### src/rtl/muldiv_unit_pkg.sv
// Shared definitions for the iterative multiply/divide unit: widths, op codes,
// FSM state encoding and iteration count.
package muldiv_unit_pkg;
    localparam int DEFAULT_WIDTH = 32;
    localparam int ITER_CNT      = DEFAULT_WIDTH;

    localparam logic [1:0] OP_MULTU = 2'b00;
    localparam logic [1:0] OP_MULT  = 2'b01;
    localparam logic [1:0] OP_DIVU  = 2'b10;
    localparam logic [1:0] OP_DIV   = 2'b11;

    typedef enum logic [1:0] {
        ST_IDLE = 2'd0,
        ST_RUN  = 2'd1,
        ST_FIX  = 2'd2
    } state_t;

    function automatic logic op_is_div(input logic [1:0] op);
        return op[1];
    endfunction
endpackage

### src/rtl/muldiv_unit_iter.sv
// One combinational step of the unsigned core: radix-2 shift-add multiply
// (mode 0) or restoring divide (mode 1) over a shared 2*WIDTH+1 bit register.
module muldiv_unit_iter #(
    parameter int WIDTH = 32
) (
    input  logic [2*WIDTH:0] acc_in,
    input  logic [WIDTH-1:0] operand,
    input  logic             mode,
    output logic [2*WIDTH:0] acc_out,
    output logic             q_bit
);
    logic [WIDTH:0]     upper;
    logic [WIDTH:0]     sum;
    logic [2*WIDTH:0]   shifted;
    logic [WIDTH:0]     rem_s;
    logic [WIDTH+1:0]   diff;

    always_comb begin
        upper   = acc_in[2*WIDTH:WIDTH];
        sum     = acc_in[0] ? upper + {1'b0, operand} : upper;
        shifted = {acc_in[2*WIDTH-1:0], 1'b0};
        rem_s   = shifted[2*WIDTH:WIDTH];
        diff    = {1'b0, rem_s} - {2'b00, operand};
        q_bit   = 1'b0;
        acc_out = {1'b0, sum, acc_in[WIDTH-1:1]};
        if (mode) begin
            // Quotient bit is returned separately; lsb of acc_out is left clear.
            q_bit   = ~diff[WIDTH+1];
            acc_out = {(q_bit ? diff[WIDTH:0] : rem_s), shifted[WIDTH-1:1], 1'b0};
        end
    end
endmodule

### src/rtl/muldiv_unit.sv
// Multi-cycle MULT/MULTU/DIV/DIVU responder owning HI/LO; unsigned core with
// sign handling at capture and in the final FIX cycle.
module muldiv_unit
    import muldiv_unit_pkg::*;
#(
    parameter int WIDTH = DEFAULT_WIDTH
) (
    input  logic             clk,
    input  logic             reset,
    input  logic             start,
    input  logic [1:0]       op,
    input  logic [WIDTH-1:0] a,
    input  logic [WIDTH-1:0] b,
    input  logic             we_hi,
    input  logic             we_lo,
    input  logic [WIDTH-1:0] wd,
    output logic             busy,
    output logic             done,
    output logic             dbz,
    output logic [WIDTH-1:0] hi,
    output logic [WIDTH-1:0] lo,
    output state_t           state_dbg
);
    // Handshake: start is taken only in IDLE; busy covers the start edge through
    // the FIX edge; done pulses for the single cycle after HI/LO are written.
    localparam int CW = $clog2(WIDTH);

    state_t             state;
    logic [CW-1:0]      count;
    logic [2*WIDTH:0]   acc;
    logic [WIDTH-1:0]   opnd;
    logic [WIDTH-1:0]   a_raw;
    logic [1:0]         op_q;
    logic               sign_a, sign_b, b_zero;

    logic [WIDTH-1:0]   mag_a, mag_b;
    logic [2*WIDTH:0]   iter_acc;
    logic               iter_q;
    logic [2*WIDTH-1:0] prod_fix;
    logic [WIDTH-1:0]   quo_fix, rem_fix;

    muldiv_unit_iter #(.WIDTH(WIDTH)) u_iter (
        .acc_in  (acc),
        .operand (opnd),
        .mode    (op_is_div(op_q)),
        .acc_out (iter_acc),
        .q_bit   (iter_q)
    );

    always_comb begin
        mag_a    = (op[0] && a[WIDTH-1]) ? -a : a;
        mag_b    = (op[0] && b[WIDTH-1]) ? -b : b;
        prod_fix = acc[2*WIDTH-1:0];
        quo_fix  = acc[WIDTH-1:0];
        rem_fix  = acc[2*WIDTH-1:WIDTH];
        if (op_q == OP_MULT && (sign_a ^ sign_b)) prod_fix = -acc[2*WIDTH-1:0];
        if (op_q == OP_DIV && (sign_a ^ sign_b))  quo_fix  = -acc[WIDTH-1:0];
        if (op_q == OP_DIV && sign_a)             rem_fix  = -acc[2*WIDTH-1:WIDTH];
    end

    assign busy      = (state != ST_IDLE);
    assign state_dbg = state;

    always_ff @(posedge clk or posedge reset) begin
        if (reset) begin
            state  <= ST_IDLE;
            count  <= '0;
            acc    <= '0;
            opnd   <= '0;
            a_raw  <= '0;
            op_q   <= OP_MULTU;
            sign_a <= 1'b0;
            sign_b <= 1'b0;
            b_zero <= 1'b0;
            hi     <= '0;
            lo     <= '0;
            done   <= 1'b0;
            dbz    <= 1'b0;
        end else begin
            done <= 1'b0;
            case (state)
                ST_IDLE: begin
                    if (start) begin
                        state  <= ST_RUN;
                        count  <= '0;
                        op_q   <= op;
                        a_raw  <= a;
                        sign_a <= op[0] & a[WIDTH-1];
                        sign_b <= op[0] & b[WIDTH-1];
                        b_zero <= op_is_div(op) && (b == '0);
                        dbz    <= 1'b0;
                        // Divide iterates the dividend against the divisor; multiply
                        // shifts the multiplier out of the low half.
                        if (op_is_div(op)) begin
                            acc  <= {{(WIDTH+1){1'b0}}, mag_a};
                            opnd <= mag_b;
                        end else begin
                            acc  <= {{(WIDTH+1){1'b0}}, mag_b};
                            opnd <= mag_a;
                        end
                    end else begin
                        if (we_hi) hi <= wd;
                        if (we_lo) lo <= wd;
                    end
                end
                ST_RUN: begin
                    acc   <= iter_acc | {{(2*WIDTH){1'b0}}, iter_q};
                    count <= count + 1'b1;
                    if (count == CW'(WIDTH - 1)) state <= ST_FIX;
                end
                ST_FIX: begin
                    if (!op_is_div(op_q)) begin
                        {hi, lo} <= prod_fix;
                    end else if (b_zero) begin
                        hi  <= a_raw;
                        lo  <= '1;
                        dbz <= 1'b1;
                    end else begin
                        hi <= rem_fix;
                        lo <= quo_fix;
                    end
                    done  <= 1'b1;
                    state <= ST_IDLE;
                end
                default: state <= ST_IDLE;
            endcase
        end
    end
endmodule

### config.mk
export PLATFORM = sky130hd
export DESIGN_NAME = muldiv_unit
export DESIGN_NICKNAME = d
export VERILOG_FILES = /design/src/rtl/muldiv_unit_pkg.sv /design/src/rtl/muldiv_unit_iter.sv /design/src/rtl/muldiv_unit.sv
export SDC_FILE = /design/constraint.sdc
export NUM_CORES = 1
export LEC_CHECK = 0
export ABC_CLOCK_PERIOD_IN_PS = 7460
export CAP_MARGIN = 10
export CELL_PAD_IN_SITES_DETAIL_PLACEMENT = 1
export CELL_PAD_IN_SITES_GLOBAL_PLACEMENT = 1
export CORE_AREA = 2 2 216 218
export CTS_CLUSTER_DIAMETER = 30
export DETAILED_ROUTE_END_ITERATION = 8
export DIE_AREA = 0 0 218 220
export PLACE_DENSITY_LB_ADDON = 0.1
export SETUP_SLACK_MARGIN = 0.4
export SKIP_LAST_GASP = 1
export SLEW_MARGIN = 30
export SYNTH_ARGS = -nofsm -noshare
export SYNTH_HDL_FRONTEND = slang
export SYNTH_SLANG_ARGS = --single-unit
export TNS_END_PERCENT = 10
### constraint.sdc
create_clock -name clk -period 7.46 [get_ports clk]
set_clock_uncertainty 0.1 [all_clocks]
set_input_delay 1.492 -clock clk [delete_from_list [all_inputs] [get_ports clk]]
set_output_delay 1.492 -clock clk [all_outputs]
set_load 0.005 [all_outputs]
* After elaboration in Yosys (flattened, before gate mapping)
Cells that the tools add are included.
Storage, ports and cells: output and inout port bits 69, bits of input ports 103, flip-flop bits (word level) 207, word-level logic and storage cells 88
Operators by class: muxes and demuxes 33, reductions and logical operators 17, $add $sub $neg 8, bitwise operators 5, equal/unequal tests 12
Operators with widths (number):
- 32-bit two-way mux | 14
- 65-bit two-way mux | 2
- 65-bit case mux with 2 select lines | 1
- 32-bit negator | 4
- 32-bit case mux with 2 select lines | 2
- 33-bit two-way mux | 2
- 65-bit by 1-bit OR with 65-bit output | 1
- 64-bit two-way mux | 1
- 64-bit negator | 1
- 33-bit by 32-bit subtractor with 34-bit output | 1
- 33-bit by 32-bit adder with 33-bit output | 1
- 32-bit logical NOT | 1
- 2-bit != test (second input constant) | 7
- 5-bit case mux with 2 select lines | 1
- 1-bit logical AND | 6
- 2-bit AND reduction | 3
- 3-bit AND reduction | 2
- 2-bit nonzero test | 3
- 5-bit by 1-bit adder with 5-bit output (second input constant) | 1
- 5-bit == test (second input constant) | 1
- 1-bit two-way mux | 5
- 5-bit two-way mux | 1
- 2-bit by 1-bit == test with 1-bit output (second input constant) | 2
- 2-bit == test (second input constant) | 2
- other kinds (8) | 10

* Depth between registers and ports, before layout
depth in word-level cells 6, depth in mapped cells 14

* Hierarchy
Synthesis repeated with hierarchy kept, for this count alone.
Second synthesis, totals: cells, all modules 2277, area total of the unflattened synthesis 17963.5 um2
Modules (own cells, without submodules):
- muldiv_unit | cells an instance 1592, instances 1, seq. area each 5180.0 um2, area each 13142.6 um2
- muldiv_unit_iter | cells an instance 685, instances 1, seq. area each 0.0 um2, area each 4820.9 um2

* Worst setup path after synthesis
OpenSTA, ideal clock, no wires.
path type input to register, start input port a[0], end register acc[30], arrival 3.729 ns, required time 7.256 ns, buffers on the path 0, stages 11, path slack 3.527 ns, cell sequence inv_1 > ha_1 > or3b_2 > nor4_1 > and2_1 > nand2_1 > o21ai_0 > o21ai_0 > xor2_1 > mux2i_1 > a221oi_1
Between the ends: word-level cells in the longest chain between the ends 5
Ends and longest elaborated chain:
- start: declaration | RTL line muldiv_unit.sv:12 | input logic [WIDTH-1:0] a,
- 32-bit negator | RTL line muldiv_unit.sv:51 | mag_a = (op[0] && a[WIDTH-1]) ? -a : a;
- 32-bit two-way mux | RTL line muldiv_unit.sv:51
- 32-bit two-way mux | RTL line muldiv_unit.sv:94 | if (op_is_div(op)) begin
- 65-bit two-way mux | RTL line muldiv_unit.sv:83 | if (start) begin
- 65-bit case mux with 2 select lines | RTL line muldiv_unit.sv:81 | case (state)
- end signal: assignment | RTL line muldiv_unit.sv:95 | acc <= {{(WIDTH+1){1'b0}}, mag_a};
- end signal: assignment | RTL line muldiv_unit.sv:98 | acc <= {{(WIDTH+1){1'b0}}, mag_b};
- end signal: assignment | RTL line muldiv_unit.sv:107 | acc <= iter_acc | {{(2*WIDTH){1'b0}}, iter_q};
- end: declaration | RTL line muldiv_unit.sv:30 | logic [2*WIDTH:0] acc;
No other way between the ends. The select of a mux whose other input is x is not followed. A chain may end at the register's enable or synchronous reset.

* Worst setup path in the final report
Same ends and word-level chain as after synthesis.

==> impl_metrics.py <==
metrics = {
    "power_and_ir_drop": {
        "power_switching_share_pct": 48.9,
        "leakagePower_nw": 8.90,
        "seq_power_share_pct": 22.1,
        "p_per_area_nw_per_um2": 564,
        "peakVddDrop_v": 0.000384,
        "power_switching_w": 0.00601,
        "internal_power_w": 0.00627,
        "combPwrFrac_pct": 56.5,
        "clkPwrFrac_pct": 21.4,
    },
    "cts": {
        "cts.sink_count": 207,
        "cts.htree.levels": 3,
        "cts_tree": "built",
        "ctsResizeCount": 0,
        "cts_setup_buffers": 0,
        "root_buffer": "clkbuf_16",
        "cts.hold.buffers_added": 0,
        "cts_buffers": 66,
        "path_clk_slew_ns": 0.04,
        "cts_max_path_buffers": 3,
        "worstSkewPairLatency_ns": 0.59,
    },
    "die": {
        "rows": 79,
        "coreArea_um2": 45900,
        "fp.dieW_um": 218,
        "initial_utilization_pct": 38.5,
        "pin_count": 172,
        "die_h_um": 220,
        "dieArea_um2": 48000,
    },
    "final_layout": {
        "num_antenna_cells": 0,
        "layout_common_cells": "325 x nand2_1, 223 x o21ai_0, 205 x dfrtp_1",
        "finalNetCount": 2565,
        "syn2layout_area_growth_pct": 23.3,
        "stdcell_count": 3047,
        "drive_above_1_share_pct": 7.42,
        "final_common_cell": "nand2_1",
    },
    "synthesis": {
        "ys_warn_count": 0,
        "synth.cell_area_um2": 17700,
        "async_reset_ff_share_pct": 100,
        "synth_edf_count": 0,
        "ys_types": 87,
        "syn_nets": 2484,
        "yosysSeqAreaShare_pct": 29.3,
        "synth-seq-cells": 207,
        "syn_inst": 2309,
        "synth_flop_cell": "dfrtp_1",
        "postSynthAreaPerCell_um2": 7.65,
    },
    "detailed_routing": {
        "drc": 0,
        "drt.antenna.violating_nets": 0,
        "routedWlPerCell_um": 26.6,
        "viasPerCell": 6.18,
        "drt-pass1-iter-count": 5,
        "dr_total_vias": 18800,
        "drtIter0Drc": 1742,
        "finalWirelength_um": 81100,
    },
    "grt": {
        "antenna_found_initial": 3,
        "grt_pass1_vias": 18600,
        "grt_start_max_net_pins": 132,
        "grtUsageTotal_pct": 33.5,
        "grt-ovfl-total": 0,
        "grt_pass1_wl_um": 121000,
    },
    "timing": {
        "rsz0062_at_grt": "no",
        "hold_viol": 0,
        "slew_headroom_pct": 31.1,
        "min_period_ns": 4.59,
        "fin_tns_setup_ns": 0,
        "min_period_over_period_pct": 61.5,
        "slew_violations": 0,
        "tightestPinTransition_ns": 1.03,
        "setup_violations": 0,
        "fmax_mhz": 218,
    },
    "job": {
        "cap_violations": 0,
    },
    "place": {
        "routabilityCongestion": 0.953,
        "place_inst": 2929,
        "port_buffers": 171,
        "dp_hpwl_um": 60900,
    },
    "setup_path": {
        "crit_fanout": 5,
        "startpoint_type": "primary input",
        "arrival_ns": 4.95,
        "critPathKind": "primary input to register",
        "crit_required_ns": 7.82,
        "end_kind": "register",
    },
    "status": {
        "status": "complete, no violations",
    },
    "worst_hold_path": {
        "hold_path_class": "register to register",
    },
}
-- cells by family (layout without fill, tap and decap cells) --
logic type,after synthesis,count (layout),share of synthesized area (%)
simple gates,789,789,21.1
fa+ha+maj,72,72,5.19
mux,63,63,3.62
xor+xnor,178,178,8.83
buf+inv,249,380,5.49
flops,207,207,29.3
compound gates,751,751,26.5
-- flip-flops by register name (all words and copies together) (netlist names) --
signal / cells
done: 1
sign_a: 1
opnd: 32
dbz: 1
a_raw: 32
lo: 32
op_q: 2
b_zero: 1
hi: 32
state_dbg: 2
acc: 65
count: 5
sign_b: 1
-- critical path, cell delays in order --
cell and delay, ns:
clkdlybuf4s50_1 0.50, inv_1 0.12, ha_1 0.17, or3b_2 0.48, nor4_1 0.35, and2_1 0.27
nand2_1 0.11, o21ai_0 0.48, o21ai_0 0.24, xor2_1 0.24, mux2i_1 0.13, a221oi_1 0.35
-- layer usage --
metal,GRT usage [%],part of all wire (%)
met1,47.1,46
met2,49.8,43
met3,7.36,7.2
met4,13.2,3.8
met5,0,0.031
-- layout make-up --
class                      instances  area, µm²
clock inverter                    19        185
clock buffer                      99       1930
multi-input combinational       1853      11600
fill                            5548      24100
tap                              607        759
timing repair buffer             196       1910
inverter                          66        251
sequential                       207       5180
-- per-stage QoR --
step	instance area (µm²)	power, W	hold WS (ns)	setup WS (ns)	utilization, %
detailed placement	19600	0.00947	0.370	2.36	42.8
CTS	21800	0.0122	0.381	2.94	47.4
global route	21800	0.0131	0.399	2.64	47.5
global placement	19600	0.00933	0.363	2.51	42.8
finish	21800	0.0123	0.374	2.87	47.5
floorplan	17700	0.00692	0.340	3.18	-
-- synth_stat cells (6+ instances only) --
master,n,area [µm²]
o211ai_1,41,308
buf_1,19,71.3
a221oi_1,13,114
a22oi_1,8,60.1
o21ai_0,223,1120
nor4_1,27,169
xnor2_1,104,911
nand2b_1,22,138
a41oi_1,7,61.3
o221ai_1,19,166
o41ai_1,11,96.3
nand2_1,325,1220
or3_1,14,87.6
dfrtp_1,207,5180
nor2b_1,13,81.3
a211oi_1,45,338
o2111ai_1,6,52.6
o21ai_1,15,75.1
a21oi_1,184,921
o22ai_1,43,269
xor2_1,74,648
or4_1,6,45.0
nor2_1,173,649
inv_1,64,240
mux2i_1,56,561
nor3_1,39,195
nand4_1,25,156
o31ai_1,20,150
and2_1,17,106
buf_2,6,30.0
nand3_1,61,305
and3_1,18,113
clkbuf_1,152,571
a31oi_1,29,181
ha_1,70,876
a21o_1,26,195
o21a_1,11,82.6
or2_2,8,50.1
mux2_2,7,78.8
-- final timing paths --
path                            cells past startpoint  slack [ns]  endpoint     from
worst min register to register                      2        0.37     lo[6]    lo[6]
worst min-delay path                                2        0.37     lo[6]    lo[6]
worst max register to register                     11        3.16   acc[55]  acc[37]
max in group asynchronous                           3        4.97   op_q[1]    reset
min in group asynchronous                           2        1.12  count[2]    reset
worst max-delay path                               12        2.87   acc[30]     a[0]
-- power by group through the flow --
stage / clock (W) / combinational, W / sequential, W
final: 0.00263 / 0.00694 / 0.00271
after global routing: 0.00272 / 0.00758 / 0.00277
after CTS: 0.00265 / 0.00685 / 0.00268
after detailed placement: 0 / 0.00678 / 0.00269
after global placement: 0 / 0.00667 / 0.00266
after floorplan: 0 / 0.00489 / 0.00203
Note: power is estimated with default switching activity, not from simulation.
